==> config.mk <==
export PLATFORM = sky130hd
export DESIGN_NAME = rf_wb_arbiter
export DESIGN_NICKNAME = d
export VERILOG_FILES = /design/src/rtl/risci_pkg.sv /design/src/rtl/rr_multigrant.sv /design/src/rtl/rf_wb_arbiter.sv
export SDC_FILE = /design/constraint.sdc
export NUM_CORES = 1
export LEC_CHECK = 0
export CAP_MARGIN = 0
export CORE_AREA = 3 3 217 219
export DETAILED_ROUTE_END_ITERATION = 8
export DIE_AREA = 0 0 220 222
export GPL_TIMING_DRIVEN = 0
export MAX_ROUTING_LAYER = met4
export PLACE_DENSITY = 0.77
export SLEW_MARGIN = 20
export SYNTH_ARGS = -nofsm -noshare
export SYNTH_HDL_FRONTEND = slang
export SYNTH_SLANG_ARGS = --single-unit
==> constraint.sdc <==
create_clock -name clk -period 38.3 [get_ports clk]
set_input_delay 5.745 -clock clk [delete_from_list [all_inputs] [get_ports clk]]
set_output_delay 5.745 -clock clk [all_outputs]
set_load 0.02 [all_outputs]
==> src/rtl/risci_pkg.sv <==
// Shared register-file writeback types: size encodings and the writeback payload.
package risci_pkg;

  localparam int unsigned RISCI_XLEN = 64;
  localparam int unsigned RISCI_XWDT = 6;
  localparam int unsigned RISCI_XN   = 64;
  localparam int unsigned RISCI_PA   = 3;
  localparam int unsigned RISCI_NREQ = 4;

  localparam logic [1:0] SZ_B = 2'b00;
  localparam logic [1:0] SZ_H = 2'b01;
  localparam logic [1:0] SZ_W = 2'b10;
  localparam logic [1:0] SZ_D = 2'b11;

  typedef struct packed {
    logic [RISCI_XWDT-1:0] idx;
    logic [RISCI_XLEN-1:0] data;
    logic [1:0]            size;
    logic [2:0]            pos;
  } wb_req_t;

endpackage

==> src/rtl/rr_multigrant.sv <==
// Combinational round-robin scan granting up to PA requesters per cycle,
// skipping any requester whose index collides with an earlier grant.
module rr_multigrant #(
  parameter  int unsigned NREQ = 4,
  parameter  int unsigned PA   = 3,
  parameter  int unsigned XWDT = 6,
  localparam int unsigned SELW = (NREQ > 1) ? $clog2(NREQ) : 1,
  localparam int unsigned CNTW = $clog2(PA + 1)
) (
  input  logic [NREQ-1:0]           valid,
  input  logic [NREQ-1:0][XWDT-1:0] idx,
  input  logic [SELW-1:0]           ptr,
  output logic [NREQ-1:0]           grant_c,
  output logic [PA-1:0][SELW-1:0]   sel_c,
  output logic [CNTW-1:0]           ngrant_c,
  output logic [SELW-1:0]           next_ptr_c
);

  logic [SELW-1:0] j;
  logic            clash;

  always_comb begin
    grant_c    = '0;
    sel_c      = '0;
    ngrant_c   = '0;
    next_ptr_c = ptr;
    j          = '0;
    clash      = 1'b0;
    for (int unsigned o = 0; o < NREQ; o++) begin
      j     = SELW'((32'(ptr) + o) % NREQ);
      clash = 1'b0;
      for (int unsigned m = 0; m < NREQ; m++) begin
        if (grant_c[m] && (idx[m] == idx[j])) clash = 1'b1;
      end
      if (valid[j] && (ngrant_c < CNTW'(PA)) && !clash) begin
        grant_c[j]      = 1'b1;
        sel_c[ngrant_c] = j;
        ngrant_c        = ngrant_c + CNTW'(1);
        next_ptr_c      = SELW'((32'(j) + 32'd1) % NREQ);
      end
    end
  end

endmodule

==> src/rtl/rf_wb_arbiter.sv <==
// Register-file writeback arbiter: round-robin multi-grant, one registered
// output stage onto the write ports, and a per-register busy scoreboard.
module rf_wb_arbiter
  import risci_pkg::*;
#(
  parameter int unsigned XLEN           = RISCI_XLEN,
  parameter int unsigned XWDT           = RISCI_XWDT,
  parameter int unsigned XN             = RISCI_XN,
  parameter int unsigned PARALLELACCESS = RISCI_PA,
  parameter int unsigned NREQ           = RISCI_NREQ
) (
  input  logic                                 clk,
  input  logic                                 rst,
  input  logic [NREQ-1:0]                      req_valid,
  output logic [NREQ-1:0]                      req_ready,
  input  logic [NREQ-1:0][XWDT-1:0]            req_idx,
  input  logic [NREQ-1:0][XLEN-1:0]            req_data,
  input  logic [NREQ-1:0][1:0]                 req_size,
  input  logic [NREQ-1:0][2:0]                 req_pos,
  output logic [PARALLELACCESS-1:0][XWDT-1:0]  rwrites,
  output logic [PARALLELACCESS-1:0][XLEN-1:0]  rins,
  output logic [PARALLELACCESS-1:0][1:0]       rwsizes,
  output logic [PARALLELACCESS-1:0][2:0]       rwposs,
  output logic                                 we,
  input  logic                                 sb_set,
  input  logic [XWDT-1:0]                      sb_set_idx,
  input  logic [PARALLELACCESS-1:0][XWDT-1:0]  sb_chk_idx,
  output logic [PARALLELACCESS-1:0]            sb_busy
);

  localparam int unsigned PA   = PARALLELACCESS;
  localparam int unsigned SELW = (NREQ > 1) ? $clog2(NREQ) : 1;
  localparam int unsigned CNTW = $clog2(PA + 1);

  logic [SELW-1:0]         ptr;
  logic [NREQ-1:0]         grant_c;
  logic [PA-1:0][SELW-1:0] sel_c;
  logic [CNTW-1:0]         ngrant_c;
  logic [SELW-1:0]         next_ptr_c;
  wb_req_t                 req_pl [NREQ];
  wb_req_t                 port_q [PA];
  logic [XN-1:0]           board;
  logic [XN-1:0]           board_n;

  always_comb begin
    for (int unsigned r = 0; r < NREQ; r++) begin
      req_pl[r].idx  = req_idx[r];
      req_pl[r].data = req_data[r];
      req_pl[r].size = req_size[r];
      req_pl[r].pos  = req_pos[r];
    end
  end

  rr_multigrant #(
    .NREQ (NREQ),
    .PA   (PA),
    .XWDT (XWDT)
  ) u_scan (
    .valid      (req_valid),
    .idx        (req_idx),
    .ptr        (ptr),
    .grant_c    (grant_c),
    .sel_c      (sel_c),
    .ngrant_c   (ngrant_c),
    .next_ptr_c (next_ptr_c)
  );

  assign req_ready = rst ? '0 : grant_c;

  // Clears from the write currently at the register file, then the issue set (set wins).
  always_comb begin
    board_n = board;
    if (we) begin
      for (int unsigned k = 0; k < PA; k++) board_n[port_q[k].idx] = 1'b0;
    end
    if (sb_set && (sb_set_idx != '0)) board_n[sb_set_idx] = 1'b1;
  end

  always_ff @(posedge clk) begin
    if (rst) begin
      ptr   <= '0;
      we    <= 1'b0;
      board <= '0;
      for (int unsigned k = 0; k < PA; k++) port_q[k] <= '0;
    end else begin
      ptr   <= next_ptr_c;
      we    <= (ngrant_c != '0);
      board <= board_n;
      // Ungranted ports mirror port 0 so the shared enable writes duplicates only.
      if (ngrant_c != '0) begin
        for (int unsigned k = 0; k < PA; k++) begin
          port_q[k] <= req_pl[(CNTW'(k) < ngrant_c) ? sel_c[k] : sel_c[0]];
        end
      end
    end
  end

  always_comb begin
    for (int unsigned k = 0; k < PA; k++) begin
      rwrites[k] = port_q[k].idx;
      rins[k]    = port_q[k].data;
      rwsizes[k] = port_q[k].size;
      rwposs[k]  = port_q[k].pos;
      sb_busy[k] = board[sb_chk_idx[k]];
    end
  end

endmodule

==> metrics <==
NumNets Final 3072; Slew Viols, Final 0; Syn-to-layout area delta 34.6%; vias in the first global route 22216; number of flops mapped to enable cells by yosys 225; Max-Cap Viols 0; CTS HTree Levels 2; status complete, no violations; FMAX 0.0564 GHz; share of layout cells above drive strength 1 9.04%; routed vias/inst 6.81; startpoint types primary input; worst path required time 32550 ps; R2R setup slack 29230 ps; Final min period 17730 ps; Fin Clk Skew 25.2 ps; Slew HR 28.3%; DR DRC count 0; iteration count of the initial detailed-routing pass 9; die area 48800 sq um; syn nets 2499; reg2reg path depth 27; Filler Cells Inserted 3665; wire per inst 31.3 um; Yosys warnings 0; post-CTS setup buffers 0; CTS tree built; hold_sp board[10]; # resized after CTS 0; clock buffer depth 3; detailed placement HPWL 81000 um; syn avg cell area 10.0 sq um; die width 220 um; via count of the routed design 23039; CP max stage delay 690 ps; Final Cycle Share 46.3%; worst path arrival time 11980 ps; final hold viol count 0; first-pass GRT wire length 151000 um; ys flop type edfxtp_1; Crit-path slowest cell nor4_1; Clock transition at path regs 60 ps; Worst R2R Start ptr[0]; WHS Path Cells 2; GP Congestion 1.04; cts bufs inserted 36; kind of cell adding the most delay to the critical path buffers and inverters; Initial Util 47.7%; Crit. End Element output pin; die height 222 um; Syn Inst Count 2153; drt total wl 106000 um; DR iter-0 viols 3019; synthesized area 21600 sq um; worst path cell trace clkdlybuf4s50_1 > buf_2 > xor2_1 > nor4_1 > a21oi_1 > o32ai_2 > a311oi_2 > and2_1 > inv_2 > ha_1 > and3_1 > o21bai_1 > inv_1 > ha_1 > nand2b_1 > a221o_1 > a21oi_4 > and3_1 > buf_2 > nand2_1 > a31oi_1 > clkdlybuf4s50_1; Final ANT Viol Nets 0; sequential fraction of the synthesis area 37.5%; io pins 564; I/O Buffers 530; Crit Path Max Fanout 10; final setup fails 0; largest net degree at the start of global routing 50; FF+latch count, synth 292; initial antenna violation count 20; core area 45300 sq um; Clk Latency, worst-skew pair 580 ps; Rows 78; Hold Crit Class reg -> reg; crit path buf inv count 6; post-synth cell types 80; grt ovf 0; worst-margin pin slew 1080 ps; Clock Sink Count 292; Root Buffer Master clkbuf_16; Post-synth ARST share 0%; worst r2r dst port_q[0][107]; total track usage 42.9%; unrepaired setup endpoints after global routing no; setup_tns 0 ps; Crit Path Class in -> out; hold endpoint board[10]; Hold-fix buffers, CTS 0
## cell usage after synthesis (all sizes together) (15+ instances only)
| master | n | area (sq um) |
|---|---|---|
| edfxtp | 225 | 6760 |
| o21ai | 83 | 415 |
| ha | 15 | 188 |
| nand2 | 188 | 706 |
| a22oi | 215 | 1620 |
| xnor2 | 16 | 140 |
| and3 | 80 | 500 |
| xor2 | 37 | 324 |
| a21oi | 18 | 105 |
| nor2 | 164 | 618 |
| inv | 15 | 56.3 |
| nand3b | 19 | 143 |
| nand3 | 19 | 95.1 |
| dfxtp | 67 | 1340 |
| buf | 111 | 548 |
| mux2i | 393 | 3930 |
| mux4 | 66 | 1490 |
| o22ai | 141 | 882 |
| clkbuf | 119 | 449 |
## registers in the layout, indices dropped and copies added, names as in the netlist
| name | flops |
|---|---|
| ptr | 2 |
| port_q | 225 |
| board | 64 |
| we | 1 |
## per-layer routing
metal	global-route usage (%)	routed length, um	vias to the layer above
met5	-	0	-
met4	21.6	6940	0
li1	-	-	9543
met3	13.0	12800	422
met1	51.0	37300	11229
met2	65.9	48900	1845
## tightest hold or removal path: cells and delay by family (launching register included)
kind | cells | cell delay [ps]
flip-flops | 1 | 360
AND/OR/NAND/NOR | 1 | 80
AO/OA/AOI/OAI | 1 | 80
## worst max-delay path by stage
| stage | start | to | depth (start not counted) |
|---|---|---|---|
| floorplan | req_idx[3] | port_q[0][0] | 19 |
| global placement | req_idx[23] | port_q[0][138] | 20 |
| detailed placement | req_idx[23] | req_ready[3] | 22 |
| CTS | req_idx[23] | req_ready[3] | 22 |
| global route | req_idx[23] | req_ready[3] | 22 |
| finish | req_idx[23] | req_ready[3] | 22 |
## through the flow
stage | hold slack, ps | area [sq um] | instances | util (%) | setup WS (ps)
2_1_floorplan | 479 | 21600 | 2153 | - | 21760
3_3_place_gp | 508 | 27600 | 3283 | 61.0 | 16870
3_5_place_dp | 535 | 27800 | 3288 | 61.4 | 20710
4_1_cts | 551 | 29000 | 3353 | 64.0 | 20700
5_1_grt | 586 | 29000 | 3373 | 64.1 | 20340
6_report | 552 | 29000 | 3381 | 64.1 | 20570
## cells in the final DEF (no fill, tap or decap), types with 67 or more instances in the layout
cell type,n
edfxtp_1,225
o21ai_0,81
a22oi_1,214
clkdlybuf4s50_1,530
buf_2,82
clkbuf_1,127
dfxtp_1,67
nor2_1,163
o22ai_1,141
and3_1,80
mux2i_1,393
nand2_1,188
## cells by family (layout without fill, tap and decap cells)
| logic type | count (synthesis) | after routing | share of synthesized area, % |
|---|---|---|---|
| flops | 292 | 292 | 37.5 |
| compound gates | 535 | 535 | 17.2 |
| xor+xnor | 53 | 53 | 2.15 |
| other cells | 0 | 28 | 0 |
| fa+ha+maj | 15 | 15 | 0.869 |
| simple gates | 546 | 546 | 11.9 |
| mux | 466 | 466 | 25.5 |
| buf+inv | 246 | 846 | 4.90 |
## area by class of cell
type	count	area (sq um)	share of cell area, %
sequential	292	8100	27.9
buffer	230	997	3.43
antenna	28	70.1	0.241
multi-input combinational	1615	12500	42.9
clock inverter	15	159	0.547
tap	600	751	2.58
timing repair buffer	535	5420	18.7
inverter	16	60.1	0.207
clock buffer	50	1030	3.54
Power is not shown: default switching activity piles up to over one toggle a cycle in this logic, so the estimate is an artifact.
